## src/rtl/id_ex_stage_reg.sv

```systemverilog
// ID/EX pipeline register: captures the decoded instruction for EX, detects
// load-use hazards against the instruction already in EX and inserts bubbles.
module id_ex_stage_reg #(
    parameter int DW = 32,
    parameter int RW = 5,
    parameter int CW = 16
) (
    input  logic          clk,
    input  logic          rst_n,
    input  logic [DW-1:0] id_pc4,
    input  logic [DW-1:0] id_rd1,
    input  logic [DW-1:0] id_rd2,
    input  logic [DW-1:0] id_extdimm,
    input  logic [RW-1:0] id_rs,
    input  logic [RW-1:0] id_rt,
    input  logic [RW-1:0] id_rd,
    input  logic          id_uses_rt,
    input  logic [9:0]    id_ctrl,
    input  logic          flush,
    input  logic          hold,
    output logic [DW-1:0] ex_pc4,
    output logic [DW-1:0] ex_rd1,
    output logic [DW-1:0] ex_rd2,
    output logic [DW-1:0] ex_extdimm,
    output logic [RW-1:0] ex_rs,
    output logic [RW-1:0] ex_rt,
    output logic [RW-1:0] ex_rd,
    output logic [9:0]    ex_ctrl,
    output logic          ex_valid,
    output logic          stall_out,
    output logic [CW-1:0] bubble_cnt
);

    localparam int MEMREAD_BIT = 6;

    logic [DW-1:0] pc4_q, pc4_d, rd1_q, rd1_d, rd2_q, rd2_d, imm_q, imm_d;
    logic [RW-1:0] rs_q, rs_d, rt_q, rt_d, rd_q, rd_d;
    logic [9:0]    ctrl_q, ctrl_d;
    logic          valid_q, valid_d;
    logic [CW-1:0] cnt_q, cnt_d;
    logic          load_use;

    // $0 is hard-wired, so a load targeting it can never create a dependency
    assign load_use = valid_q & ctrl_q[MEMREAD_BIT] & (rt_q != '0) &
                      ((rt_q == id_rs) | (id_uses_rt & (rt_q == id_rt)));
    assign stall_out = load_use & ~hold;

    always_comb begin
        pc4_d   = pc4_q;
        rd1_d   = rd1_q;
        rd2_d   = rd2_q;
        imm_d   = imm_q;
        rs_d    = rs_q;
        rt_d    = rt_q;
        rd_d    = rd_q;
        ctrl_d  = ctrl_q;
        valid_d = valid_q;
        cnt_d   = cnt_q;
        if (flush) begin
            ctrl_d  = '0;
            valid_d = 1'b0;
        end else if (hold) begin
            valid_d = valid_q;
        end else if (stall_out) begin
            ctrl_d  = '0;
            valid_d = 1'b0;
            if (cnt_q != '1) cnt_d = cnt_q + CW'(1);
        end else begin
            pc4_d   = id_pc4;
            rd1_d   = id_rd1;
            rd2_d   = id_rd2;
            imm_d   = id_extdimm;
            rs_d    = id_rs;
            rt_d    = id_rt;
            rd_d    = id_rd;
            ctrl_d  = id_ctrl;
            valid_d = 1'b1;
        end
    end

    always_ff @(posedge clk or negedge rst_n) begin
        if (!rst_n) begin
            pc4_q   <= '0;
            rd1_q   <= '0;
            rd2_q   <= '0;
            imm_q   <= '0;
            rs_q    <= '0;
            rt_q    <= '0;
            rd_q    <= '0;
            ctrl_q  <= '0;
            valid_q <= 1'b0;
            cnt_q   <= '0;
        end else begin
            pc4_q   <= pc4_d;
            rd1_q   <= rd1_d;
            rd2_q   <= rd2_d;
            imm_q   <= imm_d;
            rs_q    <= rs_d;
            rt_q    <= rt_d;
            rd_q    <= rd_d;
            ctrl_q  <= ctrl_d;
            valid_q <= valid_d;
            cnt_q   <= cnt_d;
        end
    end

    assign ex_pc4     = pc4_q;
    assign ex_rd1     = rd1_q;
    assign ex_rd2     = rd2_q;
    assign ex_extdimm = imm_q;
    assign ex_rs      = rs_q;
    assign ex_rt      = rt_q;
    assign ex_rd      = rd_q;
    assign ex_ctrl    = ctrl_q;
    assign ex_valid   = valid_q;
    assign bubble_cnt = cnt_q;

endmodule

```

## config.mk

```make
export PLATFORM = sky130hd
export DESIGN_NAME = id_ex_stage_reg
export DESIGN_NICKNAME = d
export VERILOG_FILES = /design/src/rtl/id_ex_stage_reg.sv
export SDC_FILE = /design/constraint.sdc
export NUM_CORES = 1
export LEC_CHECK = 0
export BUFFER_PORTS_ARGS = -buffer_cell sky130_fd_sc_hd__buf_2
export CAP_MARGIN = 20
export CORE_MARGIN = 5
export CORE_UTILIZATION = 39
export DETAILED_ROUTE_END_ITERATION = 10
export GPL_ROUTABILITY_DRIVEN = 0
export PLACE_DENSITY_LB_ADDON = 0.3
export SLEW_MARGIN = 20
export SYNTH_ARGS = -nofsm -noshare
export SYNTH_HDL_FRONTEND = slang
export SYNTH_SLANG_ARGS = --single-unit
```

## constraint.sdc

```tcl
create_clock -name clk -period 3.5 [get_ports clk]
set_clock_uncertainty 0.2 [all_clocks]
set_input_delay 0.7 -clock clk [delete_from_list [all_inputs] [get_ports clk]]
set_output_delay 0.7 -clock clk [all_outputs]
set_load 0.01 [all_outputs]
```

# Word level (Yosys, flattened, before mapping)

Index checks and enable logic that the tools add are counted.

Mux-type cells: 6
Reductions and logical operators: 3
Bitwise gates (word level): 9
Equality and inequality tests: 4
Add/sub/neg operators: 1

Operators by type and width:

| cell                                           | number |
|---|---|
| 2-to-1 mux 10 bit                              | 3 |
| adder 16 x 1 -> 16 bit (second input constant) | 1 |
| inequality test 16 bit (second input constant) | 1 |
| == test 5 bit                                  | 2 |
| bitwise AND 1 bit                              | 5 |
| nonzero test 5 bit                             | 1 |
| AND reduction 4 bit                            | 1 |
| 2-to-1 mux 1 bit                               | 3 |
| inverter 1 bit                                 | 3 |
| AND reduction 3 bit                            | 1 |
| inequality test 2 bit (second input constant)  | 1 |
| OR 1 bit                                       | 1 |

Logic and storage cells: 33
Input bits: 158
Flip-flop bits (word level): 170

# Longest topological paths before layout

Word-level depth: 8
Depth in mapped cells: 9
Mapped depth without buffers: 7

# Least setup slack after synthesis

OpenSTA, ideal clock, no wires.

Path kind: input -> output
Start point: input port id_rt[3]
End point: output port stall_out
Buffers on the path: 2
Data required time: 2.600 ns
Data arrival time: 1.929 ns
Slack: 0.671 ns
Stages on the path: 7
Cells stage by stage: xor2_1 -> nor4_1 -> a32oi_1 -> or2_1 -> buf_4 -> clkbuf_1 -> inv_1

Word-level cells in the longest chain between the ends: 5

Ends and longest elaborated chain:

| item              | line | text |
|---|---|---|
| from (decl)       | 15   | `input logic [RW-1:0] id_rt,` |
| == test 5 bit     | 45   | `((rt_q == id_rs) \| (id_uses_rt & (rt_q == id_rt)));` |
| bitwise AND 1 bit | 45   |  |
| OR 1 bit          | 45   |  |
| bitwise AND 1 bit | 44   | `assign load_use = valid_q & ctrl_q[MEMREAD_BIT] & (rt_q != '0) &` |
| bitwise AND 1 bit | 46   | `assign stall_out = load_use & ~hold;` |
| to (decl)         | 30   | `output logic stall_out,` |

Every way passes these cells.

# Final worst setup path

Start point: register rt_q[1] (netlist: ex_rt[1])
End point: output port stall_out

Word-level cells in the longest chain between the ends: 5
Elaborated cells on any way between the ends: 8

Ends and longest elaborated chain:

| item                   | line | text |
|---|---|---|
| from (decl)            | 37   | `logic [RW-1:0] rs_q, rs_d, rt_q, rt_d, rd_q, rd_d;` |
| from (signal assigned) | 99   | `rt_q <= rt_d;` |
| == test 5 bit          | 45   |  |
| bitwise AND 1 bit      | 45   |  |
| OR 1 bit               | 45   |  |
| bitwise AND 1 bit (*)  | 44   |  |
| bitwise AND 1 bit (*)  | 46   |  |

Mark *: on every way between the ends. The rest lies on a longest branch, timed or not.

==> qor_table.md <==
| Metric | Reported | Unit |
|---|---|---|
| Unrepaired setup endpoints after global routing | false | - |
| Adder and majority cell fraction of the synthesized area | 0.181 | % |
| Post-Syn Area per Cell | 16.0 | sq um |
| Number of top-level pins | 329 | - |
| Arr. time, crit path | 2.19 | ns |
| # Max-Cap Violations | 0 | - |
| Placeable core region | 17400 | sq um |
| Post-synthesis simple-gate area fraction | 4.19 | % |
| Number of instances resized during post-cts repair | 0 | - |
| Total negative slack for setup checks | 0 | ns |
| GRT Resource Usage Total | 17.2 | % |
| CP max stage cell | sky130_fd_sc_hd__or4_1 | - |
| Worst endpoint required time | 2.60 | ns |
| Placed Instance Area | 8840 | sq um |
| Routed wire per std cell | 18.1 | um |
| Largest buffer count on any clock path | 2 | - |
| Num rows | 48 | - |
| Wire length of the first global-routing pass | 27.8 | mm |
| Clock period minus final worst setup slack | 3.09 | ns |
| Cell family contributing the most delay on the critical path | simple AND/OR/NAND/NOR gates | - |
| Register clock-pin slew on the reported worst setup and hold paths | 0.07 | ns |
| Largest family of logic cells by synthesized area | multiplexers | - |
| Initial drt markers | 118 | - |
| Count of final max-slew check failures | 0 | - |
| Nets | 930 | - |
| Number of antenna violations at the first check in global routing | 2 | - |
| Worst hold margin | 0.0718 | ns |
| GR Overflow Total | 0 | - |
| Drt drc | 0 | - |
| Vias/cell | 4.75 | - |
| Number of global-route vias before repair | 5366 | - |
| Number of I/O port buffers | 328 | - |
| Clock latency on the worst-skew pair | 0.42 | ns |
| Category of the worst setup path launch point | flip-flop | - |
| Initial Util | 39.9 | % |
| Post-CTS Repair Setup Buffers | 0 | - |
| Final-report setup violation count | 0 | - |
| Leak pwr | 4.89 | nW |
| Endpoint kind of the worst setup timing path | primary output | - |
| Count of distinct cell types in the synthesized netlist | 32 | - |
| Worst-path cell chain | or4_1 -> o2111ai_1 -> or2_1 -> inv_1 -> buf_2 | - |
| CP Max Fanout | 5 | - |
| Router iterations before antenna repair | 4 | - |
| Compound-cell area share of the yosys netlist | 1.19 | % |
| Hold_buf cts | 0 | - |
| Highest Clock Rate | 0.324 | GHz |
| Antenna-violating nets left | 0 | - |
| Run status | complete, no violations | - |
| Die footprint | 20500 | sq um |
| Growth of design area from synthesis to finish | 35.7 | % |
| Vert. Die Dim | 143 | um |
| HPWL Detailed | 13.9 | mm |
| Largest vdd supply drop | 0.000346 | V |
| WL final | 18.3 | mm |
| Max-slew headroom at the worst pin | 57.3 | % |
| CTS buffer count | 17 | - |
| Post-synthesis xor/xnor area fraction | 3.16 | % |
| Share of layout cells above drive strength 1 | 65.9 | % |
| Top library cells by usage in the layout, fill and taps aside | sky130_fd_sc_hd__buf_2 (327), sky130_fd_sc_hd__dfrtp_1 (170), sky130_fd_sc_hd__mux2_2 (74), sky130_fd_sc_hd__mux2_4 (70), sky130_fd_sc_hd__nand3_1 (18) | - |
| Pin count of the biggest net entering global routing | 70 | - |
| Post-route standard cell area excluding fillers | 9400 | sq um |
| Width of the chip | 143 | um |
| Yosys reg bits | 170 | - |
| Number of warnings issued by yosys | 0 | - |
| Clock tree from TritonCTS | built | - |
| Path type of the worst min-delay path | primary input to async pin | - |
| Worst Path Class, Setup | flip-flop to primary output | - |
| Leading cell type in the layout, fill and taps excluded | sky130_fd_sc_hd__buf_2 | - |
| Number of sinks on the clock net | 170 | - |
| Netlist Area Pre-Place | 6930 | sq um |
| Mux cell area share after synthesis | 27.2 | % |
| Final cycle utilization of the critical path | 88.3 | % |
| Root buffer cell | sky130_fd_sc_hd__clkbuf_16 | - |
| Via count | 4793 | - |
| # H-tree levels | 4 | - |
| Sum of buffers and inverters on the critical path | 2 | - |
| Post-synth net total | 591 | - |
| Count of mapped cells out of synthesis | 432 | - |
| Post-layout total power | 5.15 | mW |
| Number of hold violations in the final report | 0 | - |
| Transition time at the pin with the least slew margin | 0.640 | ns |
| Slowest Stage Delay on Critical Path | 0.56 | ns |
| Share of the yosys chip area belonging to registers | 61.4 | % |
| Cell area power density | 548 | nW/um^2 |
## path summary, 6_finish.rpt
| check | endpoint | cells after the start | start | slack [ns] |
|---|---|---|---|---|
| worst max-delay path | stall_out | 5 | ex_rt[1] | 0.41 |
| worst min-delay path | bubble_cnt[11] | 1 | rst_n | 0.07 |
| worst max register to register | ex_pc4[18] | 7 | ex_rt[3] | 0.88 |
| worst min register to register | bubble_cnt[12] | 1 | bubble_cnt[12] | 0.30 |
| max in group asynchronous | bubble_cnt[13] | 2 | rst_n | 2.18 |
| min in group clk | bubble_cnt[12] | 1 | bubble_cnt[12] | 0.30 |
## synthesized netlist by cell type
| cell | count | area [sq um] |
|---|---|---|
| sky130_fd_sc_hd__a311o_1 | 1 | 10.0 |
| sky130_fd_sc_hd__xor2_1 | 12 | 105 |
| sky130_fd_sc_hd__and2_1 | 1 | 6.26 |
| sky130_fd_sc_hd__o21ai_0 | 1 | 5.00 |
| sky130_fd_sc_hd__o2111ai_1 | 1 | 8.76 |
| sky130_fd_sc_hd__xnor2_1 | 13 | 114 |
| sky130_fd_sc_hd__mux2_4 | 70 | 1050 |
| sky130_fd_sc_hd__nor4b_1 | 1 | 8.76 |
| sky130_fd_sc_hd__nand3b_1 | 1 | 7.51 |
| sky130_fd_sc_hd__buf_2 | 8 | 40.0 |
| sky130_fd_sc_hd__a32oi_1 | 1 | 8.76 |
| sky130_fd_sc_hd__and4_1 | 1 | 8.76 |
| sky130_fd_sc_hd__buf_6 | 1 | 11.3 |
| sky130_fd_sc_hd__and3_1 | 4 | 25.0 |
| sky130_fd_sc_hd__buf_4 | 1 | 7.51 |
| sky130_fd_sc_hd__a21oi_1 | 10 | 50.1 |
| sky130_fd_sc_hd__nand2_4 | 1 | 11.3 |
| sky130_fd_sc_hd__ha_1 | 1 | 12.5 |
| sky130_fd_sc_hd__or4_1 | 1 | 7.51 |
| sky130_fd_sc_hd__dfrtp_1 | 170 | 4250 |
| sky130_fd_sc_hd__nor3_1 | 2 | 10.0 |
| sky130_fd_sc_hd__nand3_1 | 18 | 90.1 |
| sky130_fd_sc_hd__nand2_1 | 12 | 45.0 |
| sky130_fd_sc_hd__nor2_1 | 6 | 22.5 |
| sky130_fd_sc_hd__clkbuf_1 | 4 | 15.0 |
| sky130_fd_sc_hd__inv_1 | 2 | 7.51 |
| sky130_fd_sc_hd__buf_8 | 7 | 105 |
| sky130_fd_sc_hd__nor4_1 | 1 | 6.26 |
| sky130_fd_sc_hd__or4b_1 | 1 | 10.0 |
| sky130_fd_sc_hd__or2_1 | 1 | 6.26 |
| sky130_fd_sc_hd__mux2_2 | 74 | 833 |
| sky130_fd_sc_hd__nand4_1 | 4 | 25.0 |
## worst register-to-register path, cell delays in order (launching register included)
cell,delay (ns)
sky130_fd_sc_hd__dfrtp_1,0.45
sky130_fd_sc_hd__xor2_1,0.19
sky130_fd_sc_hd__nor4_1,0.27
sky130_fd_sc_hd__a32oi_1,0.19
sky130_fd_sc_hd__or2_1,0.35
sky130_fd_sc_hd__nand2_8,0.22
sky130_fd_sc_hd__buf_12,0.26
sky130_fd_sc_hd__mux2_2,0.37
## routing by layer
metal  routed length (um)  GRT usage [%]  vias to the layer above
li1                     -              -                     2190
met1                 6940           19.6                     2349
met2                 8990           29.9                      222
met3                 1890           6.36                       30
met4                  415           5.75                        2
met5                   13              0                        -
## where the power goes
group / leakage, nW / internal (mW) / total, mW / switching (mW)
Sequential: 2.05 / 2.22 / 2.36 / 0.140
Combinational: 2.58 / 0.532 / 0.982 / 0.450
Clock: 0.268 / 0.997 / 1.81 / 0.814
## cell type report
cell class	instances	area, sq um
tap	225	282
sequential	170	4250
clock buffer	18	429
clock inverter	14	136
multi-input combinational	239	2500
inverter	2	7.51
fill	1455	7950
antenna	1	2.50
timing repair buffer	341	1800
## metrics by stage
| stage | util, % | worst slack (ns) | instances |
|---|---|---|---|
| 6_report | 54.2 | 0.411 | 1010 |
| 5_1_grt | 54.2 | 0.264 | 1010 |
| 4_1_cts | 54.2 | 0.366 | 1009 |
| 3_5_place_dp | 50.9 | 0.513 | 977 |
| 3_3_place_gp | 50.9 | 0.511 | 977 |
| 2_1_floorplan | - | 0.671 | 432 |
## sequential cells by signal (all words and copies together) (netlist names)
register / count
bubble_cnt: 16
ex_ctrl: 10
ex_extdimm: 32
ex_pc4: 32
ex_rd: 5
ex_rd1: 32
ex_rd2: 32
ex_rs: 5
ex_rt: 5
ex_valid: 1
## cells by family (layout without fill, tap and decap cells)
logic type / count (synthesis) / count (layout)
AO/OA/AOI/OAI: 14 / 14
flip-flops: 170 / 170
AND/OR/NAND/NOR: 55 / 55
adder cells (fa/ha/maj): 1 / 1
other: 0 / 1
multiplexers: 144 / 144
XOR/XNOR: 25 / 25
buffers and inverters: 23 / 375
(Power assumes the default switching activity.)
